$ cat src/rtl/csa_sub_256.sv
// csa_sub_256: limb-serial inverse of the 256-bit three-operand adder.
// Recovers a = s - b - c one LIMB_W-bit limb per clock, least significant limb
// first, and flags results that are negative (borrow) or need bit WIDTH (ovf).
//
// Ports:
//   clk    - rising-edge clock
//   rst    - asynchronous active-high reset
//   start  - request; accepted in IDLE or DONE, ignored while running
//   s      - WIDTH+1 bit minuend (adder sum including its carry bit)
//   b, c   - WIDTH bit subtrahends
//   a      - (s - b - c) mod 2^WIDTH, valid while done is high
//   borrow - true result is negative
//   ovf    - true result is >= 2^WIDTH
//   done   - result valid (level, held until the next accepted start)
//   busy   - computation in progress
module csa_sub_256 #(
  parameter int unsigned WIDTH  = 256,
  parameter int unsigned LIMB_W = 32
) (
  input  logic             clk,
  input  logic             rst,
  input  logic             start,
  input  logic [WIDTH:0]   s,
  input  logic [WIDTH-1:0] b,
  input  logic [WIDTH-1:0] c,
  output logic [WIDTH-1:0] a,
  output logic             borrow,
  output logic             ovf,
  output logic             done,
  output logic             busy
);

  localparam int unsigned NLIMB = WIDTH / LIMB_W;
  localparam int unsigned IdxW  = (NLIMB > 1) ? $clog2(NLIMB) : 1;
  localparam logic [IdxW-1:0] LastIdx = IdxW'(NLIMB - 1);

  localparam logic [1:0] StIdle = 2'd0;
  localparam logic [1:0] StRun  = 2'd1;
  localparam logic [1:0] StDone = 2'd2;

  logic [1:0]       state_q, state_d;
  logic [WIDTH-1:0] s_q, s_d;      // low WIDTH bits of s, shifted down a limb per cycle
  logic             s_top_q, s_top_d;
  logic [WIDTH-1:0] b_q, b_d;
  logic [WIDTH-1:0] c_q, c_d;
  logic [WIDTH-1:0] a_q, a_d;
  logic [1:0]       bacc_q, bacc_d;
  logic [IdxW-1:0]  idx_q, idx_d;
  logic             borrow_q, borrow_d;
  logic             ovf_q, ovf_d;

  // Signed limb difference; three guard bits cover the range down to -2^(LIMB_W+1).
  logic [LIMB_W+2:0] diff;
  logic [1:0]        bacc_nxt;

  always_comb begin
    diff = {3'b000, s_q[LIMB_W-1:0]}
         - {3'b000, b_q[LIMB_W-1:0]}
         - {3'b000, c_q[LIMB_W-1:0]}
         - {{(LIMB_W + 1){1'b0}}, bacc_q};
    // The guard bits hold floor(d / 2^LIMB_W) in {0,-1,-2}; its negation is the new borrow.
    bacc_nxt = 2'(3'd0 - diff[LIMB_W+2:LIMB_W]);
  end

  always_comb begin
    state_d  = state_q;
    s_d      = s_q;
    s_top_d  = s_top_q;
    b_d      = b_q;
    c_d      = c_q;
    a_d      = a_q;
    bacc_d   = bacc_q;
    idx_d    = idx_q;
    borrow_d = borrow_q;
    ovf_d    = ovf_q;
    case (state_q)
      StIdle, StDone: begin
        if (start) begin
          s_d      = s[WIDTH-1:0];
          s_top_d  = s[WIDTH];
          b_d      = b;
          c_d      = c;
          a_d      = '0;
          bacc_d   = 2'd0;
          idx_d    = '0;
          borrow_d = 1'b0;
          ovf_d    = 1'b0;
          state_d  = StRun;
        end
      end
      StRun: begin
        a_d[idx_q*LIMB_W +: LIMB_W] = diff[LIMB_W-1:0];
        bacc_d = bacc_nxt;
        s_d    = s_q >> LIMB_W;
        b_d    = b_q >> LIMB_W;
        c_d    = c_q >> LIMB_W;
        idx_d  = idx_q + 1'b1;
        if (idx_q == LastIdx) begin
          // top = s[WIDTH] - bacc, in {-2,-1,0,1}
          borrow_d = (bacc_nxt > {1'b0, s_top_q});
          ovf_d    = s_top_q && (bacc_nxt == 2'd0);
          idx_d    = '0;
          state_d  = StDone;
        end
      end
      default: state_d = StIdle;
    endcase
  end

  always_ff @(posedge clk or posedge rst) begin
    if (rst) begin
      state_q  <= StIdle;
      s_q      <= '0;
      s_top_q  <= 1'b0;
      b_q      <= '0;
      c_q      <= '0;
      a_q      <= '0;
      bacc_q   <= 2'd0;
      idx_q    <= '0;
      borrow_q <= 1'b0;
      ovf_q    <= 1'b0;
    end else begin
      state_q  <= state_d;
      s_q      <= s_d;
      s_top_q  <= s_top_d;
      b_q      <= b_d;
      c_q      <= c_d;
      a_q      <= a_d;
      bacc_q   <= bacc_d;
      idx_q    <= idx_d;
      borrow_q <= borrow_d;
      ovf_q    <= ovf_d;
    end
  end

  assign a      = a_q;
  assign borrow = borrow_q;
  assign ovf    = ovf_q;
  assign done   = (state_q == StDone);
  assign busy   = (state_q == StRun);

endmodule
$ cat config.mk
export PLATFORM = sky130hd
export DESIGN_NAME = csa_sub_256
export DESIGN_NICKNAME = d
export VERILOG_FILES = /design/src/rtl/csa_sub_256.sv
export SDC_FILE = /design/constraint.sdc
export NUM_CORES = 2
export LEC_CHECK = 0
export ABC_AREA = 1
export ABC_CLOCK_PERIOD_IN_PS = 38800
export BUFFER_PORTS_ARGS = -buffer_cell sky130_fd_sc_hd__buf_4
export CAP_MARGIN = 20
export CELL_PAD_IN_SITES_DETAIL_PLACEMENT = 0
export CELL_PAD_IN_SITES_GLOBAL_PLACEMENT = 1
export CORE_AREA = 2 2 397 399
export DETAILED_ROUTE_END_ITERATION = 8
export DIE_AREA = 0 0 399 401
export PLACE_DENSITY = 0.66
export SLEW_MARGIN = 20
export SYNTH_ARGS = -nofsm -noshare
export SYNTH_HDL_FRONTEND = slang
export SYNTH_SLANG_ARGS = --single-unit
export TNS_END_PERCENT = 20
$ cat constraint.sdc
create_clock -name clk -period 38.8 [get_ports clk]
set_input_delay 7.76 -clock clk [delete_from_list [all_inputs] [get_ports clk]]
set_output_delay 7.76 -clock clk [all_outputs]
set_load 0.01 [all_outputs]
Word-level counts from Yosys, hierarchy flattened --
Cells that the tools add are included.
Cells by class: reduce and logical (&&, ||, !) cells 9, shifts and indexed selects 2, $lt $le $gt $ge 1, equality and inequality tests 5, mux-type cells 22, $add $sub $neg 6
Operator list (number):
- $pmux 256 s2 | 4
- $mux 256 | 4
- $bwmux 256 | 1
- $shift 32x34->256 const A | 1
- $shiftx 32x34->256 | 1
- $neg 8->34 | 1
- $sub 33x33->34 | 1
- $sub 34x3->34 | 1
- $sub 32x32->33 | 1
- $pmux 2 s2 | 2
- $mux 2 | 3
- $mux 3 | 2
- $pmux 3 s2 | 1
- $reduce_and 2->1 | 3
- $logic_not 2->1 | 2
- $pmux 1 s2 | 2
- $add 3x1->3 const B | 1
- $eq 3x3->1 const B | 1
- $mux 1 | 3
- $reduce_and 3->1 | 1
- $eq 2x1->1 const B | 1
- $eq 2x2->1 const B | 1
- $gt 2x1->1 | 1
- $ne 2x1->1 const B | 1
- other kinds (5) | 5
Storage, ports and cells: logic and storage cells 55, bits in registers 1034, output and inout bits 260, input port bits 772

Depth between registers and ports, before layout --
depth in word-level cells 8, depth in mapped cells 31, depth with buffers taken out 31

Least setup slack after synthesis --
No wires, ideal clock.
path type input port to flip-flop, start point in start, end point reg b_q[101], path slack 29.829 ns, arrival time 8.898 ns, data required time 38.727 ns, library setup time 0.073 ns, cell stages on the path 8, path buffers 4, cells stage by stage buf_2 nand2_2 inv_2 buf_6 buf_4 clkbuf_1 o22ai_1 a21oi_2
On the way: word-level cells in the longest chain between the ends 2
Ends and longest elaborated chain:
- from (decl) | RTL line 22 | input logic start,
- $ne 2x2->1 (no source line)
- $reduce_and 2->1 (no source line)
- to (signal assigned) | RTL line 115 | b_q <= '0;
- to (signal assigned) | RTL line 126 | b_q <= b_d;
- to (decl) | RTL line 44 | logic [WIDTH-1:0] b_q, b_d;
Every way passes these cells. A chain may end at the register's enable or synchronous reset.

Worst setup path after layout --
start point in start, end point reg b_q[110]
The elaborated chain is that of the path after synthesis.

==> reports/qor.csv <==
stage,metric,value,unit
die,core area,155700,µm²
sta,Post-Route Skew,0.1267,ns
grt,grt met3 use,8.593,%
clock_tree,post-cts repair resize count,0,
grt,initial antenna violation count,131,
sta,final setup fails,0,
routing,DR WL/cell,25.67,µm
critical_path,CP Launch Type,input pin,
final_layout,fillcell total,16220,
placement,DP HPWL,164100,µm
critical_path,crit path buf inv count,4,
run_status,status,completed,
clock_tree,CTS Buffer Depth,3,
final_layout,"most common cell after layout, fill and taps aside",buf_4,
routing,drt drc,0,
routing,vias,43880,
sta,crit path time final,11.51,ns
hold_path,Worst Hold Depth,2,
sta,Slew Limit Fails,0,
clock_tree,Post-CTS Setup Inserts,0,
die,Die X,399,µm
grt,largest net degree at the start of global routing,239,
clock_tree,Clk Tree Root Cell,clkbuf_16,
sta,RSZ-0062 raised after global routing,false,
final_layout,"commonest cells after routing, fill and taps aside","1071 x buf_4, 1034 x dfrtp_1, 815 x nand2_1, 795 x nor2_1, 730 x a21oi_1",
synthesis,combinational family with the most area after synthesis,compound AO/OA/AOI/OAI gates,
die,Die Ht,401,µm
synthesis,synthesized area per cell,8.792,µm²
routing,initial drt markers,3432,
critical_path,Crit Path Max Fanout,180,
routing,Final ANT Viol Nets,0,
final_layout,share of layout cells above drive strength 1,21.07,%
grt,first-pass GRT wire length,307700,µm
grt,met2 Usage GRT,43.75,%
sta,Final Worst Setup Slack,27.29,ns
grt,overall routing resource usage,26.33,%
synthesis,Synth Area in Compound Gates,20.30,%
placement,I/O Buffers,1031,
synthesis,Syn Inst Count,5468,
critical_path,CP required,39.46,ns
synthesis,Post-Synth Adder-Cell Area,2.832,%
sta,Final Hold Vio Count,0,
die,# IOs,1032,
critical_path,critical path depth,7,
clock_tree,CTS Buf Count,118,
grt,"Remaining Overflow, GRT",0,
die,Site Rows,145,
sta,setup TNS,0,ns
clock_tree,CTS tree,done,
run,Max Cap Viol,0,
synthesis,Yosys top cell by area,dfrtp_1,
critical_path,reg2reg path depth,24,
die,Die ar.,160000,µm²
critical_path,"slowest stage delay, CP",0.93,ns
clock_tree,Worst-Skew Late Latency,0.78,ns
critical_path,crit end category,flop,
clock_tree,clock-pin slew on the worst setup and hold paths,0.06,ns
placement,GPL Wtd Cong,0.9047,
final_layout,synth-to-layout area growth,27.02,%
clock_tree,CTS Sinks,1034,
synthesis,Synth top area share,53.82,%
sta,fin crit share,29.67,%
synthesis,Yosys reg bits,1034,
critical_path,CP dominant cell by count,buf_4,
final_layout,multi-input logic area,19320,µm²
sta,FMAX,86.87,MHz
synthesis,Post-Synth XOR/XNOR Area,0.7912,%
critical_path,cell family with most CP delay,buffers and inverters,
final_layout,register area,25870,µm²
synthesis,sequential share of the synthesized area,53.82,%
synthesis,post-synthesis simple-gate area fraction,16.15,%
final_layout,Final #Nets,7140,
critical_path,master of the slowest instance on the critical path,inv_8,
die,Starting Density,30.88,%
routing,drt first pass iters,7,
synthesis,"top cells by area, synth","dfrtp_1 54%, o22ai_1 7.9%, a21oi_1 7.6%",
grt,met1 global-route usage,31.58,%
synthesis,Mapped Nets,6347,
sta,Slew HR,23.70,%
synthesis,synthesized area,48080,µm²
routing,vias per inst,5.184,
synthesis,Synth cell types,45,
sta,worst slew pin tran,1.142,ns
clock_tree,number of H-tree levels,3,
hold_path,Worst Hold Class,flop to flop,
critical_path,crit-path cells,buf_4 > nand2_2 > inv_8 > buf_12 > buf_4 > o22ai_1 > a21oi_2,
synthesis,"Warnings, synthesis",0,
grt,grt peak-use layer,met2,
placement,dpl ws,26.78,ns
critical_path,Worst EP arrival,12.17,ns
critical_path,Crit Path Category,input pin to flop,
grt,vias in the first global route,42860,
routing,WL final,217300,µm
synthesis,mux cell area share after synthesis,0,%
clock_tree,hold buffer count at CTS,0,
==> worst register-to-register path, cell delays in order (launching register included) <==
cell     delay, ns
dfrtp_1       0.36
inv_1         0.16
ha_1          0.18
inv_1         0.06
fa_1          0.43
nand3_1       0.09
nand2_1       0.09
a21oi_1       0.33
o21ai_0       0.27
xnor2_1       0.44
ha_1          0.23
inv_1         0.04
ha_1          0.42
nand2_1       0.14
nor2_1        0.24
nand2_1       0.15
nor4_1        0.23
and2_1        0.16
nor2_1        0.06
xnor2_1       0.37
ha_1          0.30
inv_1         0.06
o21ai_0       0.09
nand2_1       0.08
o21ai_0       0.09
==> kinds of logic after synthesis <==
family / count (synthesis)
fa+ha+maj: 107
compound gates: 1677
xor+xnor: 40
buf+inv: 695
flops: 1034
simple gates: 1915
==> layout make-up <==
class	count	area share, %
antenna	51	0.2090
clock buffer	184	5.651
clock inverter	30	0.6393
inverter	288	1.809
multi-input combinational	3739	31.64
sequential	1034	42.37
tap	2058	4.217
timing repair buffer	1080	13.46
==> routing by layer <==
layer | up-vias | wire length [µm]
met5 | - | 655
li1 | 20600 | -
met1 | 21150 | 84770
met4 | 102 | 8314
met2 | 1582 | 104900
met3 | 447 | 18600
==> worst paths after layout <==
path,end,slack [ns],startpoint
hold / removal,a[49],0.48,a[49]
hold reg to reg,a[49],0.48,a[49]
setup / recovery,b_q[110],27.29,start
min in group asynchronous,c_q[13],7.12,rst
max in group asynchronous,b_q[72],28.58,rst
setup reg to reg,borrow,33.59,s_q[0]
==> flip-flops by register name (all words and copies together) (netlist names) <==
signal and cells:
bacc_q 2, state_q 2, borrow 1, c_q 256, b_q 256, s_q 256, ovf 1, a 256
s_top_q 1, idx_q 3
==> metrics by stage <==
stage | instance area (µm²) | hold slack (ns) | utilization, % | instances
after floorplan | 48080 | 0.4429 | - | 5468
after global placement | 57070 | 0.4591 | 36.66 | 8198
after detailed placement | 57070 | 0.4613 | 36.66 | 8198
after CTS | 60910 | 0.4759 | 39.13 | 8412
after global routing | 61030 | 0.4977 | 39.20 | 8448
final | 61070 | 0.4802 | 39.23 | 8464
==> cell usage after synthesis (all sizes together) <==
cell,count
inv,287
nand4,27
and2,5
o2111ai,1
o21a,2
a21o,5
o22ai,610
buf,218
a21boi,2
a21oi,740
dfrtp,1034
nand2,829
clkinv,1
o21bai,3
a22o,7
nand3,196
nor2,825
a32o,95
xor2,18
o31ai,5
or2,1
nor3,24
fa,3
clkbuf,189
xnor2,22
a31oi,2
nand3b,3
nor4,5
o211a,1
ha,104
o21ai,200
o211ai,4
Power is not shown: default switching activity piles up to over one toggle a cycle in this logic, so the estimate is an artifact.
